**config.mk**
```make
export PLATFORM = sky130hd
export DESIGN_NAME = fetch_skid_pipe_reg_flat
export DESIGN_NICKNAME = d
export VERILOG_FILES = /design/src/rtl/fetch_skid_pipe_reg_pkg.sv /design/src/rtl/fetch_skid_pipe_reg_if.sv /design/src/rtl/fetch_skid_pipe_reg_slot.sv /design/src/rtl/fetch_skid_pipe_reg.sv /design/src/flat_wrapper.sv
export SDC_FILE = /design/constraint.sdc
export NUM_CORES = 1
export LEC_CHECK = 0
export ABC_CLOCK_PERIOD_IN_PS = 14950
export BUFFER_PORTS_ARGS = -buffer_cell sky130_fd_sc_hd__buf_4
export CAP_MARGIN = 10
export CORE_UTILIZATION = 59
export CTS_CLUSTER_DIAMETER = 150
export CTS_CLUSTER_SIZE = 14
export DETAILED_ROUTE_END_ITERATION = 12
export MAX_ROUTING_LAYER = met4
export PLACE_DENSITY = 0.87
export SLEW_MARGIN = 20
export SYNTH_ARGS = -nofsm -noshare
export SYNTH_HDL_FRONTEND = slang
export SYNTH_SLANG_ARGS = --single-unit
```
**constraint.sdc**
```tcl
create_clock -name clk -period 14.95 [get_ports clk]
set_input_delay 1.495 -clock clk [delete_from_list [all_inputs] [get_ports clk]]
set_output_delay 1.495 -clock clk [all_outputs]
set_load 0.01 [all_outputs]
```
**src/rtl/fetch_skid_pipe_reg_pkg.sv**
```systemverilog
// Shared fetch-pipeline definitions: default lane count and width, the NOP
// encoding shown on empty or masked lanes, and the fetch group record.
package fetch_skid_pipe_reg_pkg;

    localparam int FETCH_LANES = 2;
    localparam int FETCH_WIDTH = 32;
    localparam logic [31:0] FETCH_NOP_INSTR = 32'h0000_0000;

    // One fetch group as it travels from fetch to decode (default geometry).
    typedef struct packed {
        logic [FETCH_LANES-1:0][FETCH_WIDTH-1:0] pc;
        logic [FETCH_LANES-1:0][FETCH_WIDTH-1:0] instr;
        logic [FETCH_LANES-1:0]                  lane_valid;
    } pipe_group_t;

    // Number of groups held by the stage; 3 is unreachable.
    typedef enum logic [1:0] {
        OCC_EMPTY = 2'd0,
        OCC_ONE   = 2'd1,
        OCC_FULL  = 2'd2
    } occ_e;

endpackage

```
**src/rtl/fetch_skid_pipe_reg_if.sv**
```systemverilog
// Fetch-to-decode handshake bundle. The master side is the fetch/decode
// environment, the slave side is the pipeline register itself.
interface fetch_skid_pipe_reg_if
    import fetch_skid_pipe_reg_pkg::*;
#(
    parameter int LANES = FETCH_LANES,
    parameter int WIDTH = FETCH_WIDTH
);
    logic                   in_valid;
    logic                   in_ready;
    logic [LANES*WIDTH-1:0] pc_in;
    logic [LANES*WIDTH-1:0] instr_in;
    logic [LANES-1:0]       lane_valid_in;
    logic                   flush;
    logic                   out_valid;
    logic                   out_ready;
    logic [LANES*WIDTH-1:0] pc_out;
    logic [LANES*WIDTH-1:0] instr_out;
    logic [LANES-1:0]       lane_valid_out;
    logic [1:0]             occupancy;

    modport master (
        output in_valid, pc_in, instr_in, lane_valid_in, flush, out_ready,
        input  in_ready, out_valid, pc_out, instr_out, lane_valid_out, occupancy
    );

    modport slave (
        input  in_valid, pc_in, instr_in, lane_valid_in, flush, out_ready,
        output in_ready, out_valid, pc_out, instr_out, lane_valid_out, occupancy
    );
endinterface

```
**src/rtl/fetch_skid_pipe_reg_slot.sv**
```systemverilog
// One storage slot of the fetch pipeline: a loadable register holding the
// PCs, instruction words and lane valid bits of a single fetch group.
module fetch_slot #(
    parameter int               LANES     = 2,
    parameter int               WIDTH     = 32,
    parameter logic [WIDTH-1:0] NOP_INSTR = '0
) (
    input  logic                   clk,
    input  logic                   reset,
    input  logic                   load,
    input  logic [LANES*WIDTH-1:0] pc_d,
    input  logic [LANES*WIDTH-1:0] instr_d,
    input  logic [LANES-1:0]       lane_valid_d,
    output logic [LANES*WIDTH-1:0] pc_q,
    output logic [LANES*WIDTH-1:0] instr_q,
    output logic [LANES-1:0]       lane_valid_q
);

    // Capture a new group on load; reset leaves a cleared, all-NOP group.
    always_ff @(posedge clk or posedge reset) begin
        if (reset) begin
            pc_q         <= '0;
            instr_q      <= {LANES{NOP_INSTR}};
            lane_valid_q <= '0;
        end else if (load) begin
            pc_q         <= pc_d;
            instr_q      <= instr_d;
            lane_valid_q <= lane_valid_d;
        end else begin
            pc_q         <= pc_q;
            instr_q      <= instr_q;
            lane_valid_q <= lane_valid_q;
        end
    end

endmodule

```
**src/rtl/fetch_skid_pipe_reg.sv**
```systemverilog
// Fetch-to-decode pipeline register with a two-entry skid buffer. The head
// (main) slot drives decode directly; the skid slot absorbs the group that
// arrives in the cycle decode stalls, so no in-flight group is ever lost.
module fetch_skid_pipe_reg
    import fetch_skid_pipe_reg_pkg::*;
#(
    parameter int               LANES     = FETCH_LANES,
    parameter int               WIDTH     = FETCH_WIDTH,
    parameter logic [WIDTH-1:0] NOP_INSTR = WIDTH'(FETCH_NOP_INSTR)
) (
    input  logic                  clk,
    input  logic                  reset,
    fetch_skid_pipe_reg_if.slave  bus
);

    occ_e                   occ_r;
    occ_e                   occ_nxt_s;
    logic                   in_ready_s;
    logic                   out_valid_s;
    logic                   accept_s;
    logic                   deliver_s;
    logic                   load_main_s;
    logic                   load_skid_s;
    logic                   main_from_skid_s;
    logic [LANES*WIDTH-1:0] main_pc_d_s;
    logic [LANES*WIDTH-1:0] main_instr_d_s;
    logic [LANES-1:0]       main_lv_d_s;
    logic [LANES*WIDTH-1:0] main_pc_s;
    logic [LANES*WIDTH-1:0] main_instr_s;
    logic [LANES-1:0]       main_lv_s;
    logic [LANES*WIDTH-1:0] skid_pc_s;
    logic [LANES*WIDTH-1:0] skid_instr_s;
    logic [LANES-1:0]       skid_lv_s;
    logic [LANES-1:0]       lane_valid_out_s;
    logic [LANES*WIDTH-1:0] instr_out_s;

    // Ready depends only on the registered count, never on out_ready.
    assign in_ready_s  = (occ_r != OCC_FULL);
    assign out_valid_s = (occ_r != OCC_EMPTY);
    assign accept_s    = bus.in_valid & in_ready_s;
    assign deliver_s   = out_valid_s & bus.out_ready;

    // Occupancy transitions and slot load selection; flush squashes everything.
    always_comb begin
        occ_nxt_s        = occ_r;
        load_main_s      = 1'b0;
        load_skid_s      = 1'b0;
        main_from_skid_s = 1'b0;
        if (bus.flush) begin
            occ_nxt_s = OCC_EMPTY;
        end else begin
            case (occ_r)
                OCC_EMPTY: begin
                    if (accept_s) begin
                        load_main_s = 1'b1;
                        occ_nxt_s   = OCC_ONE;
                    end else begin
                        occ_nxt_s   = OCC_EMPTY;
                    end
                end
                OCC_ONE: begin
                    case ({accept_s, deliver_s})
                        2'b01:   occ_nxt_s = OCC_EMPTY;
                        2'b11: begin
                            load_main_s = 1'b1;
                            occ_nxt_s   = OCC_ONE;
                        end
                        2'b10: begin
                            load_skid_s = 1'b1;
                            occ_nxt_s   = OCC_FULL;
                        end
                        default: occ_nxt_s = OCC_ONE;
                    endcase
                end
                OCC_FULL: begin
                    if (deliver_s) begin
                        main_from_skid_s = 1'b1;
                        occ_nxt_s        = OCC_ONE;
                    end else begin
                        occ_nxt_s        = OCC_FULL;
                    end
                end
                default: occ_nxt_s = OCC_EMPTY;
            endcase
        end
    end

    // Head slot refills from the skid entry when draining a full stage.
    always_comb begin
        if (main_from_skid_s) begin
            main_pc_d_s    = skid_pc_s;
            main_instr_d_s = skid_instr_s;
            main_lv_d_s    = skid_lv_s;
        end else begin
            main_pc_d_s    = bus.pc_in;
            main_instr_d_s = bus.instr_in;
            main_lv_d_s    = bus.lane_valid_in;
        end
    end

    // Occupancy register.
    always_ff @(posedge clk or posedge reset) begin
        if (reset) begin
            occ_r <= OCC_EMPTY;
        end else begin
            occ_r <= occ_nxt_s;
        end
    end

    fetch_slot #(.LANES(LANES), .WIDTH(WIDTH), .NOP_INSTR(NOP_INSTR)) u_main (
        .clk          (clk),
        .reset        (reset),
        .load         (load_main_s | main_from_skid_s),
        .pc_d         (main_pc_d_s),
        .instr_d      (main_instr_d_s),
        .lane_valid_d (main_lv_d_s),
        .pc_q         (main_pc_s),
        .instr_q      (main_instr_s),
        .lane_valid_q (main_lv_s)
    );

    fetch_slot #(.LANES(LANES), .WIDTH(WIDTH), .NOP_INSTR(NOP_INSTR)) u_skid (
        .clk          (clk),
        .reset        (reset),
        .load         (load_skid_s),
        .pc_d         (bus.pc_in),
        .instr_d      (bus.instr_in),
        .lane_valid_d (bus.lane_valid_in),
        .pc_q         (skid_pc_s),
        .instr_q      (skid_instr_s),
        .lane_valid_q (skid_lv_s)
    );

    // Stale slot data after a flush stays hidden: lanes show NOP unless valid.
    always_comb begin
        lane_valid_out_s = main_lv_s & {LANES{out_valid_s}};
        instr_out_s      = {LANES{NOP_INSTR}};
        for (int i = 0; i < LANES; i++) begin
            if (lane_valid_out_s[i]) begin
                instr_out_s[i*WIDTH +: WIDTH] = main_instr_s[i*WIDTH +: WIDTH];
            end else begin
                instr_out_s[i*WIDTH +: WIDTH] = NOP_INSTR;
            end
        end
    end

    assign bus.in_ready       = in_ready_s;
    assign bus.out_valid      = out_valid_s;
    assign bus.occupancy      = occ_r;
    assign bus.pc_out         = main_pc_s;
    assign bus.instr_out      = instr_out_s;
    assign bus.lane_valid_out = lane_valid_out_s;

endmodule
```
**src/flat_wrapper.sv**
```systemverilog
// flat-port wrapper written by rule: the top's interface ports become plain ports
module fetch_skid_pipe_reg_flat import fetch_skid_pipe_reg_pkg::*;
#(
    parameter int               LANES     = FETCH_LANES,
    parameter int               WIDTH     = FETCH_WIDTH,
    parameter logic [WIDTH-1:0] NOP_INSTR = WIDTH'(FETCH_NOP_INSTR)
)
  (clk, reset, bus_in_valid, bus_pc_in, bus_instr_in, bus_lane_valid_in, bus_flush, bus_out_ready, bus_in_ready, bus_out_valid, bus_pc_out, bus_instr_out, bus_lane_valid_out, bus_occupancy);
  fetch_skid_pipe_reg_if #(.LANES(LANES), .WIDTH(WIDTH)) bus_i ();
  input  logic clk;
  input  logic reset;
  input wire logic [$bits(bus_i.in_valid)-1:0] bus_in_valid;
  input wire logic [$bits(bus_i.pc_in)-1:0] bus_pc_in;
  input wire logic [$bits(bus_i.instr_in)-1:0] bus_instr_in;
  input wire logic [$bits(bus_i.lane_valid_in)-1:0] bus_lane_valid_in;
  input wire logic [$bits(bus_i.flush)-1:0] bus_flush;
  input wire logic [$bits(bus_i.out_ready)-1:0] bus_out_ready;
  output wire logic [$bits(bus_i.in_ready)-1:0] bus_in_ready;
  output wire logic [$bits(bus_i.out_valid)-1:0] bus_out_valid;
  output wire logic [$bits(bus_i.pc_out)-1:0] bus_pc_out;
  output wire logic [$bits(bus_i.instr_out)-1:0] bus_instr_out;
  output wire logic [$bits(bus_i.lane_valid_out)-1:0] bus_lane_valid_out;
  output wire logic [$bits(bus_i.occupancy)-1:0] bus_occupancy;
  assign bus_i.in_valid = bus_in_valid;
  assign bus_i.pc_in = bus_pc_in;
  assign bus_i.instr_in = bus_instr_in;
  assign bus_i.lane_valid_in = bus_lane_valid_in;
  assign bus_i.flush = bus_flush;
  assign bus_i.out_ready = bus_out_ready;
  assign bus_in_ready = bus_i.in_ready;
  assign bus_out_valid = bus_i.out_valid;
  assign bus_pc_out = bus_i.pc_out;
  assign bus_instr_out = bus_i.instr_out;
  assign bus_lane_valid_out = bus_i.lane_valid_out;
  assign bus_occupancy = bus_i.occupancy;
  fetch_skid_pipe_reg #(.LANES(LANES), .WIDTH(WIDTH), .NOP_INSTR(NOP_INSTR)) u_core (.clk(clk), .reset(reset), .bus(bus_i));
endmodule
```
==> results of run 1 <==
## cell usage in the layout, fill, tap and decap left out
| cell type | instances |
|---|---|
| dfrtp_1 | 262 |
| inv_8 | 1 |
| nor2_1 | 3 |
| inv_1 | 1 |
| a31oi_4 | 1 |
| nor4bb_4 | 1 |
| or2_2 | 1 |
| a21o_1 | 1 |
| mux2i_1 | 1 |
| and2_1 | 3 |
| nand2_1 | 3 |
| and3_4 | 1 |
| o22a_1 | 1 |
| clkbuf_16 | 23 |
| o211ai_1 | 2 |
| nand2b_1 | 4 |
| mux2_2 | 8 |
| mux2_1 | 278 |
| bufinv_16 | 1 |
| and3_1 | 65 |
| buf_4 | 276 |
| ha_1 | 1 |
| mux2_4 | 100 |
| nand4_1 | 2 |
## cell type report
cell class	count	area, µm²	share of cell area, %
Timing Repair Buffer	276	2070	13.9
Tap cell	270	338	2.27
Clock buffer	23	576	3.86
Sequential cell	262	6560	44.0
Clock inverter	1	30.0	0.201
Multi-Input combinational cell	476	5330	35.7
Inverter	2	15.0	0.101
## worst min-delay path by stage
stage,to,slack (ns),startpoint
floorplan,u_core.u_skid.instr_q[63],0.45,u_core.u_skid.instr_q[63]
global placement,u_core.u_skid.lane_valid_q[1],0.46,u_core.u_skid.lane_valid_q[1]
detailed placement,u_core.u_skid.pc_q[55],0.47,u_core.u_skid.pc_q[55]
CTS,u_core.u_skid.pc_q[55],0.49,u_core.u_skid.pc_q[55]
global route,u_core.u_skid.pc_q[8],0.50,u_core.u_skid.pc_q[8]
finish,u_core.u_skid.pc_q[14],0.48,u_core.u_skid.pc_q[14]
## power groups by stage
stage          sequential (mW)  clock [mW]  combinational [mW]
2_1_floorplan             1.02           0               0.283
3_5_place_dp              1.04           0               0.460
6_report                  1.04       0.530               0.455
4_1_cts                   1.04       0.542               0.462
3_3_place_gp              1.03           0               0.438
5_1_grt                   1.06       0.566               0.493
## flip-flops by register name, indices dropped and copies added, names as in the netlist
register,cells
u_core.u_skid.lane_valid_q,2
u_core.u_skid.pc_q,64
u_core.u_main.lane_valid_q,2
u_core.u_skid.instr_q,64
u_core.u_main.pc_q,64
u_core.bus.occupancy,2
u_core.u_main.instr_q,64
## per-stage QoR
step                      setup WS (ns)  hold slack [ns]  power, mW  instance area [µm²]  cells
after detailed placement           9.35            0.471       1.50                14300   1286
after floorplan                    6.24            0.454       1.30                12300    797
final                              9.87            0.480       2.02                14900   1310
after global placement             9.39            0.463       1.47                14300   1286
after CTS                          9.88            0.485       2.04                14900   1310
after global routing               9.73            0.497       2.12                14900   1310
## critical path, cell delays in order
cell	delay (ns)
buf_4	0.12
nor4bb_4	0.16
buf_4	0.42
a31oi_4	1.00
buf_4	0.83
buf_4	0.93
mux2_1	0.39
## cells by family after synthesis
kind of cell               after synthesis  share of synthesized area, %
adders and majority gates                1                         0.102
muxes                                  387                          38.5
AOI/OAI and AO/OA                        5                         0.305
buffers and inverters                   59                          3.59
DFF                                    262                          53.3
and+or+nand+nor                         83                          4.18
## routing by layer
metal	GRT usage (%)	routed length [µm]	up-vias
met3	6.09	1740	37
met2	41.3	12600	206
met4	5.99	462	0
met5	-	0	-
met1	33.4	11500	3708
li1	-	-	3330
==> results.md, run 1 <==
- Worst flop-to-flop path startpoint: u_core.bus.occupancy[1]
- Logic pwr share: around 23%
- DR vias: around 7300
- Ratio of cells with drive above 1 in the final layout: approximately two fifths
- Avg Cell Area, Syn: 15.4 µm²
- TritonCTS clock tree: built
- Slew headroom: a little over a quarter
- # Max-Cap Violations: 0
- Cts bufs inserted: 22
- H-tree Lvls: 1
- Crit. End Element: flop
- Fin util: about three quarters
- Final Critical Period: about 5.1 ns
- Post-synth EDFFs: 0
- Hold Crit Depth: 1
- Pin count of the biggest net entering global routing: between 100 and 150
- Clock Path Buffers: 3
- Drc violations: 0
- Asr flop ratio synth: between 90% and 100%
- Final #Nets: 1176
- Pwr dens: 136 mW/mm²
- Crit path capture: u_core.u_main.pc_q[52]
- Ys flop type: dfrtp_1
- Post-route clock period utilization: 34.0%
- Drt first pass iters: 4
- Avg WL per Cell: between 20 and 25 µm
- Port buffer count: roughly 270
- Clock skew: between 0.008 and 0.009 ns
- Class of the worst hold path: flop to flop
- Count leader, synth: mux2_1
- Crit path DAT: 5.46 ns
- Leakage: 7.34 nW
- Endpoints failing setup: 0
- Clock power share: 26.2%
- Initial DRC count: approximately 270
- Post-Syn Instances: around 800
- Ant diodes: 0
- DIE AREA: between 0.02 and 0.025 mm²
- CTS clk-pin slew, worst paths: 0.06 ns
- Fin. Hold Viols: 0
- Die Y: 146 µm
- Vias in the first global route: between 7000 and 8000
- Core Area: slightly above 0.02 mm²
- Die width: approximately 150 µm
- R2R setup slack: between 10 and 15 ns
- Synth-to-Final Area Change: 21.3%
- Post-synthesis cell type count: 23
- Number of cells upsized or downsized after cts: 0
- Reg power frac: roughly half
- Drt total wl: ~26000 µm
- CTS Sinks: approximately 260
- Sequential fraction of the synthesis area: between 50% and 60%
- Worst EP required: around 15 ns
- Slew @ Worst Pin: ~1.1 ns
- Sw Share: a little over a quarter
- Post-CTS setup buffers: 0
- # hold bufs at CTS: 0
- Crit path launch: bus_out_ready
- DR vias/cell: approximately 5.6
- Global-route wire length before repair: roughly 43000 µm
- Post-synth top area cell: dfrtp_1
- Post-synth top area share: a little over half
- CP max FO: 64
- Crit path kind: primary input to flop
- Post-DP HPWL: 16900 µm
- Status: completed
- Maximum vdd drop: approximately 110 µV
- Fmax achieved: a little under 0.2 GHz
- Root buf cell: clkbuf_16
- Final setup TNS: 0 ns
- Antenna violations before repair: 0
- RSZ-0062 raised after global routing: no
- Switching pwr: roughly 0.54 mW
- GR Overflow Total: 0
- Fill count: roughly 1300
- #FFs+latches synth: 262
- CP Launch Type: primary input
- Synth top area cells: dfrtp_1 (53%), mux2_1 (25%), mux2_4 (12%)
- Worst-Skew Late Latency: roughly 0.51 ns
- GRT Total Usage: around a quarter
- FP Rows: 52
- Reg2Reg Capture Point: u_core.u_main.pc_q[52]
- Reg2Reg Depth: 6
- Final antenna-violating net count: 0
- I/O pins: approximately 270
- Pint: around 1.5 mW
- Max-slew violations: 0
- RD Place Congestion: approximately 0.78
- Yosys warns: 0
- Starting Density: about 61%
- Post-Syn Nets: ~930
- Synthesized area: about 0.012 mm²
- Top cell types by occurrence after synthesis: mux2_1 (278), dfrtp_1 (262), mux2_4 (100)
No activity file was read; power rests on OpenSTA's default activity.
==> run 2: changes to the inputs <==
--- a/config.mk
+++ b/config.mk
@@ -5,15 +5,15 @@
 export SDC_FILE = /design/constraint.sdc
 export NUM_CORES = 1
 export LEC_CHECK = 0
-export ABC_CLOCK_PERIOD_IN_PS = 14950
+export ABC_CLOCK_PERIOD_IN_PS = 4830
 export BUFFER_PORTS_ARGS = -buffer_cell sky130_fd_sc_hd__buf_4
 export CAP_MARGIN = 10
-export CORE_UTILIZATION = 59
+export CORE_UTILIZATION = 55
 export CTS_CLUSTER_DIAMETER = 150
 export CTS_CLUSTER_SIZE = 14
 export DETAILED_ROUTE_END_ITERATION = 12
 export MAX_ROUTING_LAYER = met4
-export PLACE_DENSITY = 0.87
+export PLACE_DENSITY = 0.82
 export SLEW_MARGIN = 20
 export SYNTH_ARGS = -nofsm -noshare
 export SYNTH_HDL_FRONTEND = slang
==> constraint.sdc (replaced) <==
create_clock -name clk -period 4.83 [get_ports clk]
set_input_delay 0.483 -clock clk [delete_from_list [all_inputs] [get_ports clk]]
set_output_delay 0.483 -clock clk [all_outputs]
set_load 0.01 [all_outputs]
==> results.md, run 2 (synthesis results as in run 1) <==
- Status: completed (unchanged)
- Die width: 152 µm (was 146 µm)
- # hold bufs at CTS: 0 (unchanged)
- Crit path kind: flop to output port (was primary input to flop)
- Ratio of cells with drive above 1 in the final layout: 39.8% (was 39.7%)
- Final setup TNS: 0 ns (unchanged)
- Port buffer count: 268 (unchanged)
- Avg WL per Cell: 19.3 µm (was 20.1 µm)
- Drc violations: 0 (unchanged)
- Fmax achieved: between 0.3 and 0.4 GHz
- Initial DRC count: 180 (was 267)
- GRT Total Usage: 23.0% (was 25.8%)
- DR vias/cell: 5.47 (was 5.56)
- Root buf cell: clkbuf_16 (unchanged)
- I/O pins: 269 (unchanged)
- DR vias: 7225 (was 7281)
- CP Launch Type: flop (was primary input)
- H-tree Lvls: 1 (unchanged)
- Pin count of the biggest net entering global routing: 169 (was 123)
- TritonCTS clock tree: built (unchanged)
- DIE AREA: 0.0230 mm² (was 0.0214 mm²)
- GR Overflow Total: 0 (unchanged)
- R2R setup slack: 2.18 ns (was 10.48 ns)
- RD Place Congestion: 0.755 (was 0.781)
- Fin. Hold Viols: 0 (unchanged)
- Class of the worst hold path: primary input to asynchronous set/reset pin (was flop to flop)
- Crit. End Element: output port (was flop)
- Clock skew: 0.00962 ns (was 0.00839 ns)
- Final #Nets: 1177 (was 1176)
- Leakage: 7.36 nW (was 7.34 nW)
- Slew @ Worst Pin: 1.07 ns (was 1.11 ns)
- Crit path DAT: 2.17 ns (was 5.46 ns)
- FP Rows: 54 (was 52)
- Starting Density: 56.2% (was 60.6%)
- Reg2Reg Capture Point: u_core.u_main.instr_q[41] (was u_core.u_main.pc_q[52])
- RSZ-0062 raised after global routing: no (unchanged)
- Synth-to-Final Area Change: 21.8% (was 21.3%)
- Area of the multi-input gates: 0.00533 mm² (unchanged)
- Worst EP required: 4.35 ns (was 15.33 ns)
- Final Critical Period: ~2.7 ns
- Final antenna-violating net count: 0 (unchanged)
- Sequential cell area: 0.00656 mm² (unchanged)
- Cts bufs inserted: 22 (unchanged)
- # Max-Cap Violations: 0 (unchanged)
- Maximum vdd drop: 373 µV (was 112 µV)
- Post-route clock period utilization: 54.9%
- Crit path launch: u_core.bus.occupancy[0] (was bus_out_ready)
- CTS clk-pin slew, worst paths: 0.07 ns (was 0.06 ns)
- Die Y: 152 µm (was 146 µm)
- Global-route wire length before repair: 40100 µm (was 42500 µm)
- CTS Sinks: 262 (unchanged)
- Drt first pass iters: 4 (unchanged)
- Commonest cells after routing, fill and taps aside: mux2_1 (278), buf_4 (273), dfrtp_1 (262), mux2_4 (100), and3_1 (65) (was mux2_1 (278), buf_4 (276), dfrtp_1 (262), mux2_4 (100), and3_1 (65))
- Clock Path Buffers: 3 (unchanged)
- Worst flop-to-flop path startpoint: u_core.bus.occupancy[0] (was u_core.bus.occupancy[1])
- Endpoints failing setup: 0 (unchanged)
- CP max FO: 67 (was 64)
- Post-route cell area: 0.0150 mm² (was 0.0149 mm²)
- Vias in the first global route: 7728 (was 7882)
- Max-slew violations: 0 (unchanged)
- Worst-Skew Late Latency: 0.51 ns (about the same)
- Slew headroom: 28.6% (was 26.1%)
- Drt total wl: 25500 µm (was 26400 µm)
- Antenna violations before repair: 0 (unchanged)
- Pwr dens: 416 mW/mm² (was 136 mW/mm²)
- Fill count: 1575 (was 1345)
- DP Area: 0.0144 mm² (was 0.0143 mm²)
- Core Area: 0.0219 mm² (was 0.0203 mm²)
- Number of cells upsized or downsized after cts: 0 (unchanged)
- Most common cell after layout, fill and taps aside: mux2_1 (unchanged)
- Post-CTS setup buffers: 0 (unchanged)
- Ant diodes: 0 (unchanged)
- Reg2Reg Depth: 4 (was 6)
- Post-DP HPWL: 16400 µm (was 16900 µm)
run 2: cell types whose count changed in the layout (fill, tap and decap cells not counted), sizes merged:
| cell | delta |
|---|---|
| clkinvlp | +1 |
| buf | +1 |
| inv | -1 |
run 2: critical path, stage by stage, from the launching register on:
cell,delay (ns)
dfrtp_1,0.53
or2_2,0.20
buf_4,0.49
and3_1,0.29
buf_4,0.14
run 2: metal layers:
layer / vias up / wire length [µm] / track usage (%)
met1: 3674 / 11600 / 30.3
met5: - / 0 / -
li1: 3336 / - / -
met2: 180 / 12100 / 36.8
met3: 35 / 1350 / 4.37
met4: 0 / 537 / 5.64
run 2: final cells by class:
type / instances / area share [%]
clock buffers: 23 / 3.84
clock inverters: 1 / 0.200
inverters: 2 / 0.0752
flip-flops and latches: 262 / 43.8
multi-input cells: 476 / 35.6
well taps: 280 / 2.34
repair buffers: 277 / 14.2
run 2: per-stage QoR:
step | instances | setup WS, ns | util, % | hold slack [ns] | power [mW]
2_1_floorplan | 797 | 0.891 | - | 0.454 | 4.04
3_3_place_gp | 1297 | 2.15 | 65.7 | 0.463 | 4.55
3_5_place_dp | 1297 | 2.12 | 65.7 | 0.471 | 4.64
4_1_cts | 1321 | 2.15 | 68.4 | 0.0781 | 6.30
5_1_grt | 1321 | 2.03 | 68.4 | 0.104 | 6.55
6_report | 1321 | 2.18 | 68.4 | 0.0770 | 6.23
run 2: report_power, final:
| part | total (mW) | internal [mW] | switching [mW] | leakage (nW) |
|---|---|---|---|---|
| clock network | 1.64 | 0.891 | 0.746 | 0.298 |
| logic | 1.39 | 0.870 | 0.521 | 3.93 |
| registers | 3.20 | 2.84 | 0.361 | 3.13 |
run 2: worst max-delay path by stage:
stage                                endpoint  slack (ns)  cells after the start
global route        u_core.u_skid.instr_q[19]        2.03                      6
finish                      bus_instr_out[29]        2.18                      4
CTS                         bus_instr_out[29]        2.15                      4
detailed placement  u_core.u_main.instr_q[52]        2.12                      5
global placement    u_core.u_main.instr_q[41]        2.15                      5
floorplan             u_core.bus.occupancy[0]        0.89                      1
